## config.mk

```make
export PLATFORM = sky130hd
export DESIGN_NAME = mem_port_arbiter
export DESIGN_NICKNAME = d
export VERILOG_FILES = /design/src/rtl/mem_port_arbiter.sv
export SDC_FILE = /design/constraint.sdc
export NUM_CORES = 1
export LEC_CHECK = 0
export CAP_MARGIN = 20
export CORE_AREA = 2 2 106 108
export DETAILED_ROUTE_END_ITERATION = 10
export DIE_AREA = 0 0 108 110
export MAX_ROUTING_LAYER = met4
export PLACE_DENSITY = 0.64
export SYNTH_ARGS = -nofsm -noshare
export SYNTH_HDL_FRONTEND = slang
export SYNTH_SLANG_ARGS = --single-unit
```

## constraint.sdc

```tcl
create_clock -name clk -period 1.79 [get_ports clk]
set_input_delay 0.358 -clock clk [delete_from_list [all_inputs] [get_ports clk]]
set_output_delay 0.358 -clock clk [all_outputs]
set_load 0.02 [all_outputs]
```

## src/rtl/mem_port_arbiter.sv

```systemverilog
// Arbitrates one single-port synchronous memory between instruction fetch and data access.
// Data wins contention until fetch has lost STARVE_MAX times in a row; read data returns after LATENCY cycles.
module mem_port_arbiter #(
    parameter int ADDR_W     = 32,
    parameter int DATA_W     = 32,
    parameter int LATENCY    = 1,
    parameter int STARVE_MAX = 4
) (
    input  logic              clk,
    input  logic              reset,
    input  logic              if_req,
    input  logic [ADDR_W-1:0] if_addr,
    output logic              if_gnt,
    output logic              if_rvalid,
    output logic [DATA_W-1:0] if_rdata,
    input  logic              d_req,
    input  logic              d_we,
    input  logic [ADDR_W-1:0] d_addr,
    input  logic [DATA_W-1:0] d_wdata,
    output logic              d_gnt,
    output logic              d_rvalid,
    output logic [DATA_W-1:0] d_rdata,
    output logic              mem_en,
    output logic              mem_we,
    output logic [ADDR_W-1:0] mem_addr,
    output logic [DATA_W-1:0] mem_wdata,
    input  logic [DATA_W-1:0] mem_rdata,
    output logic              busy,
    output logic [3:0]        dbg_starve_o
);

    typedef enum logic { S_IDLE, S_WAIT } state_e;
    typedef enum logic { OWN_IF, OWN_D } owner_e;

    localparam logic [2:0] CNT_INIT   = 3'(LATENCY);
    localparam logic [3:0] STARVE_LIM = 4'(STARVE_MAX);

    // Handshake: a requester holds req (and its address/data) until it sees gnt
    // high in the same cycle; the grant is the acceptance, the rvalid pulse the completion.
    state_e      state_q;
    owner_e      owner_q;
    logic        wr_q;
    logic [2:0]  cnt_q;
    logic [3:0]  starve_q, starve_d;

    logic        grant_ok;
    logic        d_win;
    logic        resp;
    logic [DATA_W-1:0] resp_data;

    always_comb begin
        grant_ok  = (state_q == S_IDLE) && !reset;
        d_win     = d_req && !(if_req && (starve_q == STARVE_LIM));
        d_gnt     = grant_ok && d_win;
        if_gnt    = grant_ok && if_req && !d_win;

        mem_en    = if_gnt || d_gnt;
        mem_we    = 1'b0;
        mem_addr  = '0;
        mem_wdata = '0;
        if (d_gnt) begin
            mem_we    = d_we;
            mem_addr  = d_addr;
            mem_wdata = d_wdata;
        end else if (if_gnt) begin
            mem_addr  = if_addr;
        end

        // The response cycle is the last count of the wait; stores complete with zero data.
        resp      = (state_q == S_WAIT) && (cnt_q == 3'd1) && !reset;
        resp_data = wr_q ? '0 : mem_rdata;
        if_rvalid = resp && (owner_q == OWN_IF);
        d_rvalid  = resp && (owner_q == OWN_D);
        if_rdata  = if_rvalid ? resp_data : '0;
        d_rdata   = d_rvalid ? resp_data : '0;

        starve_d  = starve_q;
        if (if_gnt) begin
            starve_d = '0;
        end else if (d_gnt && if_req && (starve_q < STARVE_LIM)) begin
            starve_d = starve_q + 4'd1;
        end
    end

    always_ff @(posedge clk or posedge reset) begin
        if (reset) begin
            state_q  <= S_IDLE;
            cnt_q    <= '0;
            owner_q  <= OWN_IF;
            wr_q     <= 1'b0;
            starve_q <= '0;
        end else begin
            starve_q <= starve_d;
            case (state_q)
                S_IDLE: begin
                    if (if_gnt || d_gnt) begin
                        state_q <= S_WAIT;
                        cnt_q   <= CNT_INIT;
                        owner_q <= d_gnt ? OWN_D : OWN_IF;
                        wr_q    <= d_gnt && d_we;
                    end
                end
                S_WAIT: begin
                    cnt_q <= cnt_q - 3'd1;
                    if (cnt_q == 3'd1) begin
                        state_q <= S_IDLE;
                    end
                end
                default: state_q <= S_IDLE;
            endcase
        end
    end

    assign busy         = (state_q == S_WAIT);
    assign dbg_starve_o = starve_q;

endmodule

```

---- Word level (Yosys, flattened, before mapping) ----
Cells that the tools add are included.
W data, S select, Z words.
word-level totals
  input port bits ......................... 133
  register bits after elaboration ......... 10
  output and inout port bits .............. 139
  logic and storage cells ................. 47
operators by class
  equality and inequality tests ........... 3
  order comparisons ....................... 1
  bitwise operators ....................... 2
  multiplexer cells ....................... 15
  reductions and logical operators ........ 19
  $add $sub $neg .......................... 2
operators with widths
  kind                   number
  $mux W32               6
  $logic_and A1 B1 Y1    13
  $mux W4                2
  $pmux W3 S2            1
  $add A4 B1 Y4 const B  1
  $eq A4 B3 Y1 const B   1
  $lt A4 B3 Y1 const B   1
  $mux W1                4
  $eq A3 B1 Y1 const B   1
  $logic_not A1 Y1       3
  $mux W3                1
  $sub A3 B1 Y3 const B  1
  $ne A2 B2 Y1 const B   1
  $not A1 Y1             2
  $pmux W1 S2            1
  $reduce_and A2 Y1      1
  $reduce_bool A2 Y1     1
  $logic_or A1 B1 Y1     1

---- Logic depth before layout (Yosys ltp) ----
Gate-level depths: netlist of run 1.
  depth after elaboration ................. 9
  mapped depth ............................ 7
  mapped depth without buffers ............ 5

---- Worst setup path before layout of run 1 ----
No wires, ideal clock.
  kind .................................... reg2out
  from .................................... register starve_q[1] (netlist: dbg_starve_o[1])
  to ...................................... output port mem_addr[22]
  data required time ...................... 1,432 ps
  arrival time ............................ 1,716 ps
  slack ................................... -284 ps
  stages on the path, launching flop included .. 8
  buffers on the path ..................... 2
  cells stage by stage .................... dfrtp_1 inv_1 ha_1 nand4b_2 and2_1 clkbuf_1 buf_2 o21ai_1
on the way
  longest elaborated chain between the ends .. 8
  elaborated cells on any way between the ends .. 9
  classes of those cells .................. 1 x eq/ne; 2 x mux; 6 x reduce/logical
RTL lines
  element                  RTL line  text
  start, declared          44        logic [3:0] starve_q, starve_d;
  start signal, assigned   93        starve_q <= starve_d;
  $eq A4 B3 Y1 (*)         53        d_win = d_req && !(if_req && (starve_q == STARVE_LIM));
  $logic_and A1 B1 Y1 (*)  53
  $logic_not A1 Y1 (*)     53
  $logic_and A1 B1 Y1 (*)  53
  $logic_not A1 Y1         55        if_gnt = grant_ok && if_req && !d_win;
  $logic_and A1 B1 Y1      55
  $mux W32                 65        end else if (if_gnt) begin
  $mux W32 (*)             61        if (d_gnt) begin
  end, declared            25        output logic [ADDR_W-1:0] mem_addr,
Mark *: on every way between the ends. The rest lies on a longest branch, timed or not.

---- Worst setup path after layout of run 1 ----
  from .................................... register cnt_q[1]
  to ...................................... output port d_rdata[17]
on the way
  longest elaborated chain between the ends .. 5
RTL lines
  element                            RTL line  text
  start, declared                    43        logic [2:0] cnt_q;
  start signal, assigned             104       cnt_q <= cnt_q - 3'd1;
  $eq A3 B1 Y1                       70        resp = (state_q == S_WAIT) && (cnt_q == 3'd1) && !reset;
  $logic_and A1 B1 Y1 (2 in series)  70
  $logic_and A1 B1 Y1                73        d_rvalid = resp && (owner_q == OWN_D);
  $mux W32                           75        d_rdata = d_rvalid ? resp_data : '0;
  end, declared                      22        output logic [DATA_W-1:0] d_rdata,
Every way passes these cells.

==> results.cfg, run 1 <==
[synth]
ys_seq_elements = 10
async_reset_ff_share_pct = 100
ys_seq_area_share_pct = 12.8
ys_types = 35
netlist_area_mm2 = 0.00195
synth_edf_count = 0
ys_warn_count = 0
synth_fp_nets = 456
ys.flop_type = dfrtp_1
avgSynthCellArea_um2 = 6.13
synthCells = 319

[setup_path]
cp_cell_sequence = inv_2, ha_4, nand2_4, or4b_4, buf_12, nor2_4, buf_6
reg2reg_depth = 8
path_buf_inv = 3
crit_path_end_kind = primary output
crit_arrival_ns = 2.01
crit_path_end = d_rdata[17]
worst-r2r-setup-slack_ns = 0.16
crit_slowest_cell = or4b_4
r2r_start = dbg_starve_o[1]
worst-path-max-fanout = 8
cp_num_cells = 7
crit_type = reg2out
cp-startpoint = cnt_q[1]
r2r_end = owner_q
critPathLaunchType = flip-flop
required_ns = 1.43
max_stage_delay_ns = 0.67
critPathTopFamily = simple AND/OR/NAND/NOR gates

[clock_tree]
cts.reportedPaths.clkPinSlew_ns = 0.05
cts_max_level = 1
cts_inserted_buffers = 3
clock_latency_ns = 0.24
cts_tree = built
cts_hold_buf = 0
cts_root_buf = clkbuf_8
cts_sinks = 10
clk_path_buf_depth = 2

[final_layout]
finish.utilization_pct = 66.4
diodes = 0
drive_above_1_share_pct = 60.0
fillers = 828
register_area_um2 = 254
multi_input_area_mm2 = 0.00241
instances_no_fill = 793
area.growth.synth_to_final_pct = 264
nets = 791
stdcell_area_mm2 = 0.00711

[flow_run]
max_cap_violations = 0

[grt]
antenna_found_initial = 0
grt_pass1_wl_um = 20400
grt_max_degree = 33
grt_overflow = 0
grt_pass1_vias = 3880
track_usage_pct = 22.7

[timing]
fin_skew_ns = 0.00348
hold_violations = 0
setup_ws_ns = -0.577
relSlewSlack_pct = 72.3
finalCritPeriodShare_pct = 132
rsz0062_at_grt = yes
clock.fmax_mhz = 422
final.min_clock_period_ns = 2.37
setup_viol = 134
worst_slew_pin_slew_ns = 0.415
final_max_slew_viol_count = 0

[drt]
first_pass_iters = 5
drc = 0
vias = 3741
drtIter0Drc = 128
post_drt_via_cell_ratio = 4.72
wl_per_cell_um = 17.4
wl_um = 13800
final_antenna_net_count = 0

[placement]
dp_hpwl_um = 9130
port_buffers = 271
dpl_cell_area_mm2 = 0.00582
dp_cells = 728
gp_congestion = 0.874

[die]
io_pins = 272
chipWidth_um = 108
core-area_mm2 = 0.0107
start_util_pct = 18.3
rows = 38
dieArea_mm2 = 0.0119
fp.dieH_um = 110

[hold_path]
min_path_type = reg2reg

[power]
leakagePower_uw = 0.00294
irDropWorstVdd_mv = 0.383
p_per_area_mw_per_mm2 = 692

[status]
status = complete, but fails checks
violations = setup timing
## timing repair
item | 4_1_cts | 5_1_grt
cloned | 16 | 3
resized for setup | 857 | 61
setup endpoints to repair | 136 | 138
buffers inserted | 43 | 13
pin swaps | 47 | 25
## worst min path at each step
| stage | from | to | cells past startpoint |
|---|---|---|---|
| 2_1_floorplan | reset | busy | 1 |
| 3_3_place_gp | cnt_q[1] | cnt_q[1] | 2 |
| 3_5_place_dp | cnt_q[1] | cnt_q[1] | 2 |
| 4_1_cts | cnt_q[1] | cnt_q[1] | 2 |
| 5_1_grt | cnt_q[1] | cnt_q[1] | 2 |
| 6_report | cnt_q[1] | cnt_q[1] | 2 |
## layer usage
metal,global-route usage (%),vias to the layer above,part of all wire (%)
li1,-,1758,-
met5,-,-,0
met2,43.1,202,53
met4,5.86,0,1.7
met3,5.06,20,9.1
met1,23.7,1761,36
## synthesized netlist by cell type (all sizes together), types with 2 or more instances
library cell | n | share of area [%]
nand2 | 35 | 7.1
a31oi | 3 | 0.96
o211ai | 2 | 0.77
o21ai | 33 | 8.5
nor2 | 67 | 17
nand4 | 33 | 11
nand2b | 2 | 0.64
dfrtp | 10 | 13
and2 | 34 | 11
o21a | 4 | 1.5
clkbuf | 20 | 3.8
buf | 18 | 7.4
nor3b | 2 | 0.77
ha | 4 | 2.6
inv | 8 | 1.5
nand3 | 32 | 8.2
## report_power, final
part	leakage [uW]	internal [uW]	switching (uW)
combinational	0.00280	2170	2090
clock	0.0000228	156	94.8
sequential	0.000119	334	84.9
## cells in the final DEF (no fill, tap or decap), drive strengths merged, types with 6 or more instances in the layout
cell,instances
buf,228
clkdlybuf4s50,132
nor2,67
nand2,35
and2,34
nand4,33
o21ai,33
nand3,32
dfrtp,10
clkbuf,7
inv,6
## worst reg2reg max path, delay by kind of cell (launching register included)
family,cells,cell delay (ns)
buffers and inverters,4,0.47
and+or+nand+nor,2,0.32
DFF,1,0.41
adders and majority gates,1,0.15
AOI/OAI and AO/OA,1,0.16
## flip-flops by register name, indices dropped and copies added (netlist names)
name	count
owner_q	1
wr_q	1
cnt_q	3
busy	1
dbg_starve_o	4
## cell type report
cell class / instances / share of cell area, %
multi-input cells: 263 / 34.0
inverters: 8 / 0.563
repair buffers: 368 / 58.8
clock buffers: 4 / 0.634
flip-flops and latches: 10 / 3.57
well taps: 140 / 2.46
## cell families (layout without fill, tap and decap cells)
kind of cell | Yosys count | after routing | share of synthesized area [%]
buf+inv | 46 | 380 | 12.8
fa+ha+maj | 4 | 4 | 2.56
mux | 1 | 1 | 0.512
simple gates | 211 | 211 | 57.7
flops | 10 | 10 | 12.8
compound gates | 47 | 47 | 13.6
## stage by stage
step	total power, uW	setup TNS (ns)	hold WS (ns)	setup slack (ns)
2_1_floorplan	2360	-9.26	0.198	-0.143
3_3_place_gp	3590	-112.43	0.514	-0.897
3_5_place_dp	3640	-116.33	0.533	-0.941
4_1_cts	4830	-58.56	0.554	-0.603
5_1_grt	5200	-62.03	0.576	-0.620
6_report	4920	-54.29	0.551	-0.577
No activity file was read; power rests on OpenSTA's default activity.
==> run 2, diff against run 1 <==
--- a/config.mk
+++ b/config.mk
@@ -6,11 +6,11 @@
 export NUM_CORES = 1
 export LEC_CHECK = 0
 export CAP_MARGIN = 20
-export CORE_AREA = 2 2 106 108
+export CORE_AREA = 5 5 104 106
 export DETAILED_ROUTE_END_ITERATION = 10
-export DIE_AREA = 0 0 108 110
+export DIE_AREA = 0 0 109 111
 export MAX_ROUTING_LAYER = met4
-export PLACE_DENSITY = 0.64
+export PLACE_DENSITY = 0.7
 export SYNTH_ARGS = -nofsm -noshare
 export SYNTH_HDL_FRONTEND = slang
 export SYNTH_SLANG_ARGS = --single-unit
==> results.cfg, run 2 (same netlist as run 1, synthesis figures left out) <==
[status]
status = complete, but fails checks
violations = setup timing

[drt]
drtIter0Drc = 165
first_pass_iters = 4
wl_um = 15700
final_antenna_net_count = 0
vias = 3852
drc = 0
wl_per_cell_um = 19.7
post_drt_via_cell_ratio = 4.84

[placement]
dp_hpwl_um = 10500
port_buffers = 271
gp_congestion = 0.850
dpl_cell_area_mm2 = 0.00587
place_ws_ns = -0.935

[power]
leakagePower_uw = 0.00301
intPower_uw = 2830
p_per_area_mw_per_mm2 = 707
clkPwrFrac_pct = 5.4
switching_share_pct = 45.5
p_comb_share_pct = 86.7
p_sw_uw = 2370
seqPwrFrac_pct = 7.8
irDropWorstVdd_mv = 0.404

[setup_path]
cp-startpoint = cnt_q[1]
crit_path_end = d_rdata[20]
crit_path_end_kind = primary output
critPathLaunchType = flip-flop
r2r_start = dbg_starve_o[1]
cp_num_cells = 9
cp_cell_sequence = inv_2, ha_4, nand2_4, or4b_4, buf_12, buf_12, buf_6, nor2_4, buf_6
reg2reg_depth = 9
max_stage_delay_ns = 0.53
crit_arrival_ns = 2.04
required_ns = 1.43
crit_slowest_cell = or4b_4
crit_type = reg2out
worst-r2r-setup-slack_ns = 0.05
critPathTopFamily = simple AND/OR/NAND/NOR gates
worst-path-max-fanout = 6
path_buf_inv = 5
r2r_end = owner_q

[final_layout]
largest_reg_flops = 4
diodes = 0
layout_commonest_cell = buf_6
area.growth.synth_to_final_pct = 276
nets = 801
stdcell_area_mm2 = 0.00735
drive_above_1_share_pct = 62.6
final_cell_mix = buf_6, clkdlybuf4s50_1, nor2_4, buf_4
fillers = 606

[grt]
grt_pass1_vias = 4119
antenna_found_initial = 0
grt_pass1_wl_um = 21900
grt_overflow = 0
track_usage_pct = 23.5
grt_max_degree = 34

[clock_tree]
cts_sinks = 10
clk_path_buf_depth = 2
cts_max_level = 1
cts_tree = built
cts.reportedPaths.clkPinSlew_ns = 0.05
cts_root_buf = clkbuf_8
cts_inserted_buffers = 3
clock_latency_ns = 0.23

[timing]
fin_skew_ns = 0.000796
setup_ws_ns = -0.606
rsz0062_at_grt = yes
setup_viol = 134
worst_slew_pin_slew_ns = 0.403
hold_violations = 0
relSlewSlack_pct = 73.1
finalCritPeriodShare_pct = 134
final.min_clock_period_ns = 2.40
clock.fmax_mhz = 417
final_max_slew_viol_count = 0

[hold_path]
min_path_type = in2async

[die]
start_util_pct = 20.2
fp.dieH_um = 111
chipWidth_um = 109
core-area_mm2 = 0.00968
rows = 36
io_pins = 272
dieArea_mm2 = 0.0121

[flow_run]
max_cap_violations = 0
run 2: power groups by stage:
stage | Sequential, uW | Combinational [uW] | Clock (uW)
after detailed placement | 407 | 3290 | 0
final | 408 | 4510 | 283
after global routing | 423 | 4760 | 299
after floorplan | 467 | 1890 | 0
after CTS | 407 | 4150 | 286
after global placement | 399 | 3220 | 0
run 2: per-stage QoR:
step | instances | TNS [ns] | util [%] | hold slack [ns] | power (uW)
after floorplan | 319 | -9.26 | - | 0.198 | 2360
after global placement | 726 | -112.76 | 60.6 | 0.513 | 3620
after detailed placement | 726 | -115.24 | 60.6 | 0.530 | 3690
after CTS | 780 | -50.61 | 71.1 | 0.433 | 4840
after global routing | 796 | -65.09 | 75.9 | 0.291 | 5480
final | 796 | -56.37 | 75.9 | 0.255 | 5200
run 2: final cells by class:
cell class | instances | area [um2] | share of cell area [%]
timing repair buffer | 378 | 4320 | 58.7
multi-input combinational | 263 | 2530 | 34.4
sequential | 10 | 253 | 3.44
inverter | 8 | 32.5 | 0.443
clock buffer | 4 | 55.1 | 0.749
tap | 133 | 166 | 2.26
run 2: repair_timing:
action,in CTS,in global routing
resized for setup,835,97
hold buffers,0,0
pin swaps,36,40
gates cloned,9,6
setup endpoints to repair,136,135
buffers inserted,43,23
run 2: layer usage:
metal,share of wire (%),global-route usage [%],vias to the layer above
met1,35,24.1,1830
met3,8.8,6.41,30
met5,0,-,-
met2,54,43.5,210
met4,2.4,5.39,0
li1,-,-,1782
run 2: how the worst min path moves through the flow:
stage                  start               to  slack, ns
finish                 reset         cnt_q[0]       0.26
global route           reset             wr_q       0.29
CTS                    reset  dbg_starve_o[3]       0.43
detailed placement  cnt_q[1]         cnt_q[1]       0.53
global placement    cnt_q[1]         cnt_q[1]       0.51
floorplan              reset             busy       0.20
run 2: tightest hold or removal path, stage by stage:
cell,delay [ns]
clkbuf_2,0.11
buf_6,0.13
inv_1,0.31
==> run 3, diff against run 2 <==
--- a/config.mk
+++ b/config.mk
@@ -5,7 +5,6 @@
 export SDC_FILE = /design/constraint.sdc
 export NUM_CORES = 1
 export LEC_CHECK = 0
-export CAP_MARGIN = 20
 export CORE_AREA = 5 5 104 106
 export DETAILED_ROUTE_END_ITERATION = 10
 export DIE_AREA = 0 0 109 111
==> results of run 3 <==
The final DEF is identical to that of run 2; final timing and power are the same.
